$ cat src/rtl/cntry_sensor_qualifier.sv
// rtl/cntry_sensor_qualifier.sv - country-road car request qualifier: sync, debounce, arm, serve cap, hold-off
//
// Purpose:
//    Turns the raw country stop-line loop detector into the car-waiting request X
//    for the highway/country signal controller. The raw input is synchronised
//    and debounced, and arrivals are counted. X is requested only after a
//    sustained demand. X is released when the controller's country light leaves
//    green, when the sensor clears, or when the green time hits its cap. A
//    hold-off period then keeps the highway in priority.
//
// Ports:
//    clock       in   rising-edge system clock
//    clear_n     in   synchronous active-low reset
//    sensor_raw  in   asynchronous loop detector, 1 = vehicle present
//    cntry       in   country light: 0 RED, 1 YELLOW, 2 GREEN, 3 treated as RED
//    X           out  car-waiting request to the controller
//    sensor_db   out  debounced sensor level
//    car_count   out  arrivals pending service, saturating
//    timeout     out  one-cycle pulse when the green cap expires

module cntry_sensor_qualifier #(
   parameter int DEBOUNCE   = 4,
   parameter int ARM_CYCLES = 8,
   parameter int MAX_GREEN  = 32,
   parameter int HOLDOFF    = 16,
   parameter int CNT_W      = 4
) (
   input  logic             clock,
   input  logic             clear_n,
   input  logic             sensor_raw,
   input  logic [1:0]       cntry,
   output logic             X,
   output logic             sensor_db,
   output logic [CNT_W-1:0] car_count,
   output logic             timeout
);

   // One shared timer serves ARM, SERVE and HOLDOFF; size it for the longest.
   localparam int T_MAX0 = (ARM_CYCLES > MAX_GREEN) ? ARM_CYCLES : MAX_GREEN;
   localparam int T_MAX  = (T_MAX0 > HOLDOFF) ? T_MAX0 : HOLDOFF;
   localparam int T_W    = (T_MAX > 1) ? $clog2(T_MAX) : 1;
   localparam int DB_W   = (DEBOUNCE > 1) ? $clog2(DEBOUNCE) : 1;

   localparam logic [T_W-1:0]   ARM_LAST   = T_W'(ARM_CYCLES - 1);
   localparam logic [T_W-1:0]   GREEN_LAST = T_W'(MAX_GREEN - 1);
   localparam logic [T_W-1:0]   HOLD_LAST  = T_W'(HOLDOFF - 1);
   localparam logic [DB_W-1:0]  DB_LAST    = DB_W'(DEBOUNCE - 1);
   localparam logic [CNT_W-1:0] CNT_MAX    = {CNT_W{1'b1}};
   localparam logic [1:0]       LIGHT_GREEN = 2'd2;

   typedef enum logic [2:0] {
      S_IDLE,
      S_ARM,
      S_REQ,
      S_SERVE,
      S_HOLD
   } state_t;

   logic             r_sync1;
   logic             r_sync2;
   logic             r_db;
   logic             r_db_q;
   logic [DB_W-1:0]  r_db_cnt;
   logic [CNT_W-1:0] r_count;
   logic [T_W-1:0]   r_tmr;
   logic             r_x;
   logic             r_timeout;
   state_t           r_state;

   logic             w_rise;
   logic             w_demand;
   logic             w_green;
   state_t           w_state_nxt;
   logic [T_W-1:0]   w_tmr_nxt;
   logic [CNT_W-1:0] w_count_nxt;
   logic             w_x_nxt;
   logic             w_timeout_nxt;

   // Two-flop synchroniser followed by a persistence counter: sensor_db only
   // follows s_sync after DEBOUNCE consecutive differing samples.
   always_ff @(posedge clock) begin
      if (!clear_n) begin
         r_sync1  <= 1'b0;
         r_sync2  <= 1'b0;
         r_db     <= 1'b0;
         r_db_q   <= 1'b0;
         r_db_cnt <= '0;
      end else begin
         r_sync1 <= sensor_raw;
         r_sync2 <= r_sync1;
         r_db_q  <= r_db;
         if (r_sync2 == r_db) begin
            r_db_cnt <= '0;
         end else if (r_db_cnt == DB_LAST) begin
            r_db     <= ~r_db;
            r_db_cnt <= '0;
         end else begin
            r_db_cnt <= r_db_cnt + 1'b1;
         end
      end
   end

   assign w_rise   = r_db & ~r_db_q;
   assign w_demand = r_db | (r_count != '0);
   assign w_green  = (cntry == LIGHT_GREEN);

   always_ff @(posedge clock) begin
      if (!clear_n) begin
         r_state   <= S_IDLE;
         r_tmr     <= '0;
         r_count   <= '0;
         r_x       <= 1'b0;
         r_timeout <= 1'b0;
      end else begin
         r_state   <= w_state_nxt;
         r_tmr     <= w_tmr_nxt;
         r_count   <= w_count_nxt;
         r_x       <= w_x_nxt;
         r_timeout <= w_timeout_nxt;
      end
   end

   always_comb begin
      w_state_nxt   = r_state;
      w_tmr_nxt     = r_tmr;
      w_timeout_nxt = 1'b0;
      w_count_nxt   = (w_rise && (r_count != CNT_MAX)) ? r_count + 1'b1 : r_count;

      case (r_state)
         S_IDLE: begin
            if (w_demand) begin
               w_state_nxt = S_ARM;
               w_tmr_nxt   = '0;
            end
         end
         S_ARM: begin
            if (!w_demand) begin
               w_state_nxt = S_IDLE;
            end else if (r_tmr == ARM_LAST) begin
               w_state_nxt = S_REQ;
            end else begin
               w_tmr_nxt = r_tmr + 1'b1;
            end
         end
         S_REQ: begin
            if (w_green) begin
               w_state_nxt = S_SERVE;
               w_count_nxt = '0;
               w_tmr_nxt   = '0;
            end
         end
         S_SERVE: begin
            // Arrivals during green are absorbed by the service, not counted.
            w_count_nxt = r_count;
            if (r_tmr == GREEN_LAST) begin
               w_state_nxt   = S_HOLD;
               w_timeout_nxt = 1'b1;
               w_count_nxt   = CNT_W'(r_db);
               w_tmr_nxt     = '0;
            end else if (!r_db) begin
               w_state_nxt = S_HOLD;
               w_count_nxt = '0;
               w_tmr_nxt   = '0;
            end else if (!w_green) begin
               // Controller pre-empted: the car still on the loop stays pending.
               w_state_nxt = S_HOLD;
               w_count_nxt = CNT_W'(r_db);
               w_tmr_nxt   = '0;
            end else begin
               w_tmr_nxt = r_tmr + 1'b1;
            end
         end
         S_HOLD: begin
            if (r_tmr == HOLD_LAST) begin
               w_state_nxt = S_IDLE;
               w_tmr_nxt   = '0;
            end else begin
               w_tmr_nxt = r_tmr + 1'b1;
            end
         end
         default: begin
            w_state_nxt = S_IDLE;
            w_tmr_nxt   = '0;
         end
      endcase

      w_x_nxt = (w_state_nxt == S_REQ) || (w_state_nxt == S_SERVE);
   end

   assign X         = r_x;
   assign sensor_db = r_db;
   assign car_count = r_count;
   assign timeout   = r_timeout;

endmodule
$ cat config.mk
export PLATFORM = sky130hd
export DESIGN_NAME = cntry_sensor_qualifier
export DESIGN_NICKNAME = d
export VERILOG_FILES = /design/src/rtl/cntry_sensor_qualifier.sv
export SDC_FILE = /design/constraint.sdc
export NUM_CORES = 1
export LEC_CHECK = 0
export ABC_CLOCK_PERIOD_IN_PS = 3050
export BUFFER_PORTS_ARGS = -buffer_cell sky130_fd_sc_hd__buf_2
export CORE_UTILIZATION = 56
export CTS_BUF_LIST = sky130_fd_sc_hd__clkbuf_8 sky130_fd_sc_hd__clkbuf_16
export DETAILED_ROUTE_END_ITERATION = 8
export GPL_TIMING_DRIVEN = 1
export MAX_ROUTING_LAYER = met4
export PLACE_DENSITY_LB_ADDON = 0.2
export SLEW_MARGIN = 20
export SYNTH_ARGS = -nofsm -noshare
export SYNTH_HDL_FRONTEND = slang
export SYNTH_SLANG_ARGS = --single-unit
$ cat constraint.sdc
create_clock -name clock -period 3.05 [get_ports clock]
set_clock_uncertainty 0.2 [all_clocks]
set_input_delay 0.4575 -clock clock [delete_from_list [all_inputs] [get_ports clock]]
set_output_delay 0.4575 -clock clock [all_outputs]
set_load 0.01 [all_outputs]
# After elaboration in Yosys (flattened, before gate mapping)
# Cells that the tools add are included.
# W data, S select, Z words.
[totals]
register_bits = 20
latch_bits = 0
ram_bits = 0
rom_bits = 0
inputBits = 5
output_inout_bits = 7
word_cells = 70
n_memories = 0
[classes]
n_addsub = 3
multipliers = 0
n_div = 0
order_cmp = 0
n_eq_ne = 18
shifts = 0
n_mux = 25
n_bitwise = 6
reduce_logical = 8
[op_table]
columns = ["operator", "n"]
rows = [
  ["$mux W5", 8],
  ["$pmux W5 S5", 1],
  ["$mux W3", 8],
  ["$mux W4", 5],
  ["$pmux W3 S5", 1],
  ["$eq A3 B2 Y1 const B", 4],
  ["$ne A2 B2 Y1 const B", 4],
  ["$ne A4 B4 Y1 const B", 2],
  ["$pmux W4 S2", 1],
  ["$add A5 B1 Y5 const B", 1],
  ["$eq A5 B3 Y1 const B", 1],
  ["$eq A5 B4 Y1 const B", 1],
  ["$eq A5 B5 Y1 const B", 1],
  ["$add A4 B1 Y4 const B", 1],
  ["$eq A2 B2 Y1 const B", 2],
  ["$not A1 Y1", 4],
  ["$reduce_and A2 Y1", 2],
  ["$reduce_and A4 Y1", 1],
  ["$reduce_bool A4 Y1", 1],
  ["$eq A3 B1 Y1 const B", 1],
  ["$eq A3 B3 Y1 const B", 1],
  ["$logic_not A3 Y1", 1],
  ["$reduce_or A3 Y1", 1],
  ["$add A2 B1 Y2 const B", 1],
  ["6 further kinds", 6],
]

# Depth between registers and ports, before layout
[depth]
depth_word = 7
ltp_mapped = 8
ltp_nobuf = 8

# Worst setup path after synthesis
# Ideal clock, no wire load.
[synth_path]
path_type = "reg2reg"
from = "reg r_tmr[0]"
to = "reg r_tmr[2]"
setup_time_ns = 0.070
arrival_ns = 1.837
required_time_ns = 2.780
path_slack_ns = 0.943
path_stages_with_launch = 9
path_buffers = 0
period_less_slack_ns = 2.107
path_cell_list = "dfxtp_1 -> ha_1 -> and3_1 -> ha_1 -> and4bb_1 -> o21ai_1 -> nor2b_1 -> nor4b_1 -> o2bb2ai_1"
[synth_via]
elab_chain_len = 5
word_cells_on_any_way = 13
cone_classes = "add/sub (1); eq/ne (4); mux (7); reduce/logical (1)"
[synth_lines]
columns = ["item", "line_no", "rtl"]
rows = [
  ["start, declared", "65", "logic [T_W-1:0] r_tmr;"],
  ["start signal, assigned", "116", "r_tmr <= w_tmr_nxt;"],
  ["$add A5 B1 Y5", "142, 170, 178", ""],
  ["$mux W5", "164", "end else if (!w_green) begin"],
  ["$mux W5", "160", "end else if (!r_db) begin"],
  ["$mux W5", "155", "if (r_tmr == GREEN_LAST) begin"],
  ["$pmux W5 S5", "129", "case (r_state)"],
]
# Several ways; a longest one is shown, not always the timed one. The select of a mux whose other input is x is not followed.
# A chain may end at the register's enable or synchronous reset.

# Final worst setup path
# Same ends and word-level chain as after synthesis.

==> results.toml <==
[timing]
setup_viol = 0
setup_ws_ns = 0.629
finalSetupTns_ns = 0
fmax_mhz = 413
hold_violations = 0
rsz0062_at_grt = "no"
drv_slew = 0
period_minus_slack_ns = 2.42
period_share_pct = 79.4
relSlewSlack_pct = 69.8
worst_pin_slew_ns = 0.452

[setup_path]
critPathMaxFanout = 5
rr_worst_depth = 8
rrSetupSlack_ns = 0.63
critPathLaunch = "r_tmr[0]$_SDFFE_PN0P_"
crit_type = "reg -> reg"
worst_r2r_endpoint = "r_tmr[2]$_SDFFE_PN0P_"
cp-end-kind = "flip-flop"
r2r_start = "r_tmr[0]$_SDFFE_PN0P_"
cp_data_required_time_ns = 3.05
worstPathArrival_ns = 2.42
cp-start-kind = "flip-flop"

[layout]
fill_cells = 158
synthToLayoutAreaGrowth_pct = 10.2
final_cells = 157
final_layout_size_suffix_gt1_share_pct = 16.7
diodes = 0
finalNetCount = 145

[status]
outcome = "finished, final reports clean"

[power_and_ir_drop]
pwr-share-clk_pct = 42.2
vdd_drop_max_mv = 0.298
share_seq_of_total_power_pct = 54.9
p_leak_nw = 0.504
internal-power_w = 0.000383
powerDensity_mw_per_mm2 = 388
p_comb_share_pct = 2.9
netSwitchingPower_w = 0.0000961
swShare_pct = 20.0

[drt]
drc = 0
drtIter0Drc = 16
drt-vias-per-instance = 5.89
detail-route-antenna-nets = 0
vias = 924
first_pass_iters = 4
wirelength_um = 2240
wl_per_cell_um = 14.3

[synthesis]
synth_area_mm2 = 0.00112
async_flop_share_pct = 0
yosys.cell_types.count = 43
ys.flop_type = "dfxtp_1"
yosysSeqAreaShare_pct = 35.7
ys_ff_latch = 20
synthCells = 121
avgSynthCellArea_um2 = 9.27
synth_nets = 133
yosysWarningCount = 0
synth-edff-count = 0

[floorplanning]
start_util_pct = 62.2
fp.dieW_um = 46.7
ios = 12
dieArea_mm2 = 0.00218
die_y_um = 46.7
coreArea_mm2 = 0.00180
num_rows = 15

[cts]
cts.repair.resized = 0
cts_tree = "built"
cts_root_buf = "clkbuf_8"
cts_hold_buffers = 0
numCtsBuffers = 3
clk_path_buf_depth = 2
htreeDepth = 1
clock_latency_ns = 0.26
cts.sinks = 20
cts_setup_buffers = 0
clk_pin_slew_ns = 0.07

[hold_path]
worstHoldStart = "sensor_raw"
min_to = "r_sync1$_SDFF_PN0_"
hold-path-cell-count = 2
holdCritPathClass = "in -> reg"

[global_route]
grt_pass1_wl_um = 3750
grt-ovfl-total = 0
grt_usage_pct = 25.5
antenna_found_initial = 0
grt_max_degree = 17
grt_pass1_vias = 864

[place]
dp_hpwl_um = 1650
dpl.cell_count = 153
dp_slack_ns = 0.748
port_buffers = 11
globalplace.congestion = 0.802

[run]
max-cap-violations = 0
kinds of logic (layout without fill, tap and decap cells):
| kind of cell | after synthesis | after routing | synth area share (%) |
|---|---|---|---|
| compound gates | 24 | 24 | 15.3 |
| mux | 2 | 2 | 1.79 |
| simple gates | 50 | 50 | 30.5 |
| xor+xnor | 4 | 4 | 3.13 |
| fa+ha+maj | 7 | 7 | 7.81 |
| flops | 20 | 20 | 35.7 |
| buf+inv | 14 | 25 | 5.80 |
flip-flops by register name, summed over array words and instances (netlist names), 2 cells and up:
| register | count |
|---|---|
| r_db_cnt | 2 |
| r_state | 3 |
| r_tmr | 5 |
| car_count | 4 |
worst max path at each step:
stage                            end  slack [ns]
6_report       r_tmr[2]$_SDFFE_PN0P_        0.63
5_1_grt        r_tmr[2]$_SDFFE_PN0P_        0.52
4_1_cts        r_tmr[2]$_SDFFE_PN0P_        0.63
3_5_place_dp   r_tmr[2]$_SDFFE_PN0P_        0.75
3_3_place_gp   r_tmr[2]$_SDFFE_PN0P_        0.83
2_1_floorplan  r_tmr[2]$_SDFFE_PN0P_        0.94
final cells by class:
cell class	count	area, um^2	area share [%]
Tap cell	25	31.3	2.53
Clock buffer	4	55.1	4.46
Inverter	10	37.5	3.04
Multi-Input combinational cell	87	656	53.1
Sequential cell	20	400	32.4
Timing Repair Buffer	11	55.1	4.46
routing by layer:
metal,global-route usage (%),vias to the layer above,routed length (um)
li1,-,449,-
met1,28.7,434,980
met2,43.9,28,1100
met3,4.23,13,97
met4,11.4,0,66
met5,-,-,0
cell usage after synthesis (3+ instances only):
master	count	area [um^2]
xnor2_1	3	26.3
nand2_1	6	22.5
dfxtp_1	20	400
inv_1	10	37.5
o21ai_1	5	25.0
o21ai_0	3	15.0
a31oi_1	3	18.8
nor2b_1	6	37.5
ha_1	7	87.6
nand3_1	5	25.0
and2_1	5	31.3
nor2_1	9	33.8
placed cells by master, fill, tap and decap left out, types with 5 or more instances in the layout:
cell type  synthesis  routed
dfxtp_1           20      20
nand3_1            5       5
buf_2              1      11
nand2_1            6       6
inv_1             10      10
o21ai_1            5       5
nor2_1             9       9
and2_1             5       5
nor2b_1            6       6
ha_1               7       7
worst max-delay path, stage by stage (launching register included):
cell,delay [ns]
dfxtp_1,0.34
ha_1,0.25
and3_1,0.23
ha_1,0.24
and4bb_1,0.33
o21ai_1,0.09
nor2b_1,0.17
nor4b_1,0.36
o2bb2ai_1,0.15
power groups by stage:
stage	registers, W	clock network [W]	logic, W
after floorplan	0.000269	0	0.00000780
after global placement	0.000269	0	0.0000132
after detailed placement	0.000269	0	0.0000136
after CTS	0.000263	0.000209	0.0000137
after global routing	0.000263	0.000216	0.0000152
final	0.000263	0.000202	0.0000138
stage by stage:
stage / hold slack, ns / power, W / utilization [%] / area [um^2]
floorplan: 0.206 / 0.000277 / - / 1120
global placement: 0.214 / 0.000282 / 65.5 / 1180
detailed placement: 0.225 / 0.000283 / 65.5 / 1180
CTS: 0.194 / 0.000485 / 68.5 / 1230
global route: 0.200 / 0.000495 / 68.5 / 1230
finish: 0.196 / 0.000479 / 68.5 / 1230
Note: power is estimated with default switching activity, not from simulation.
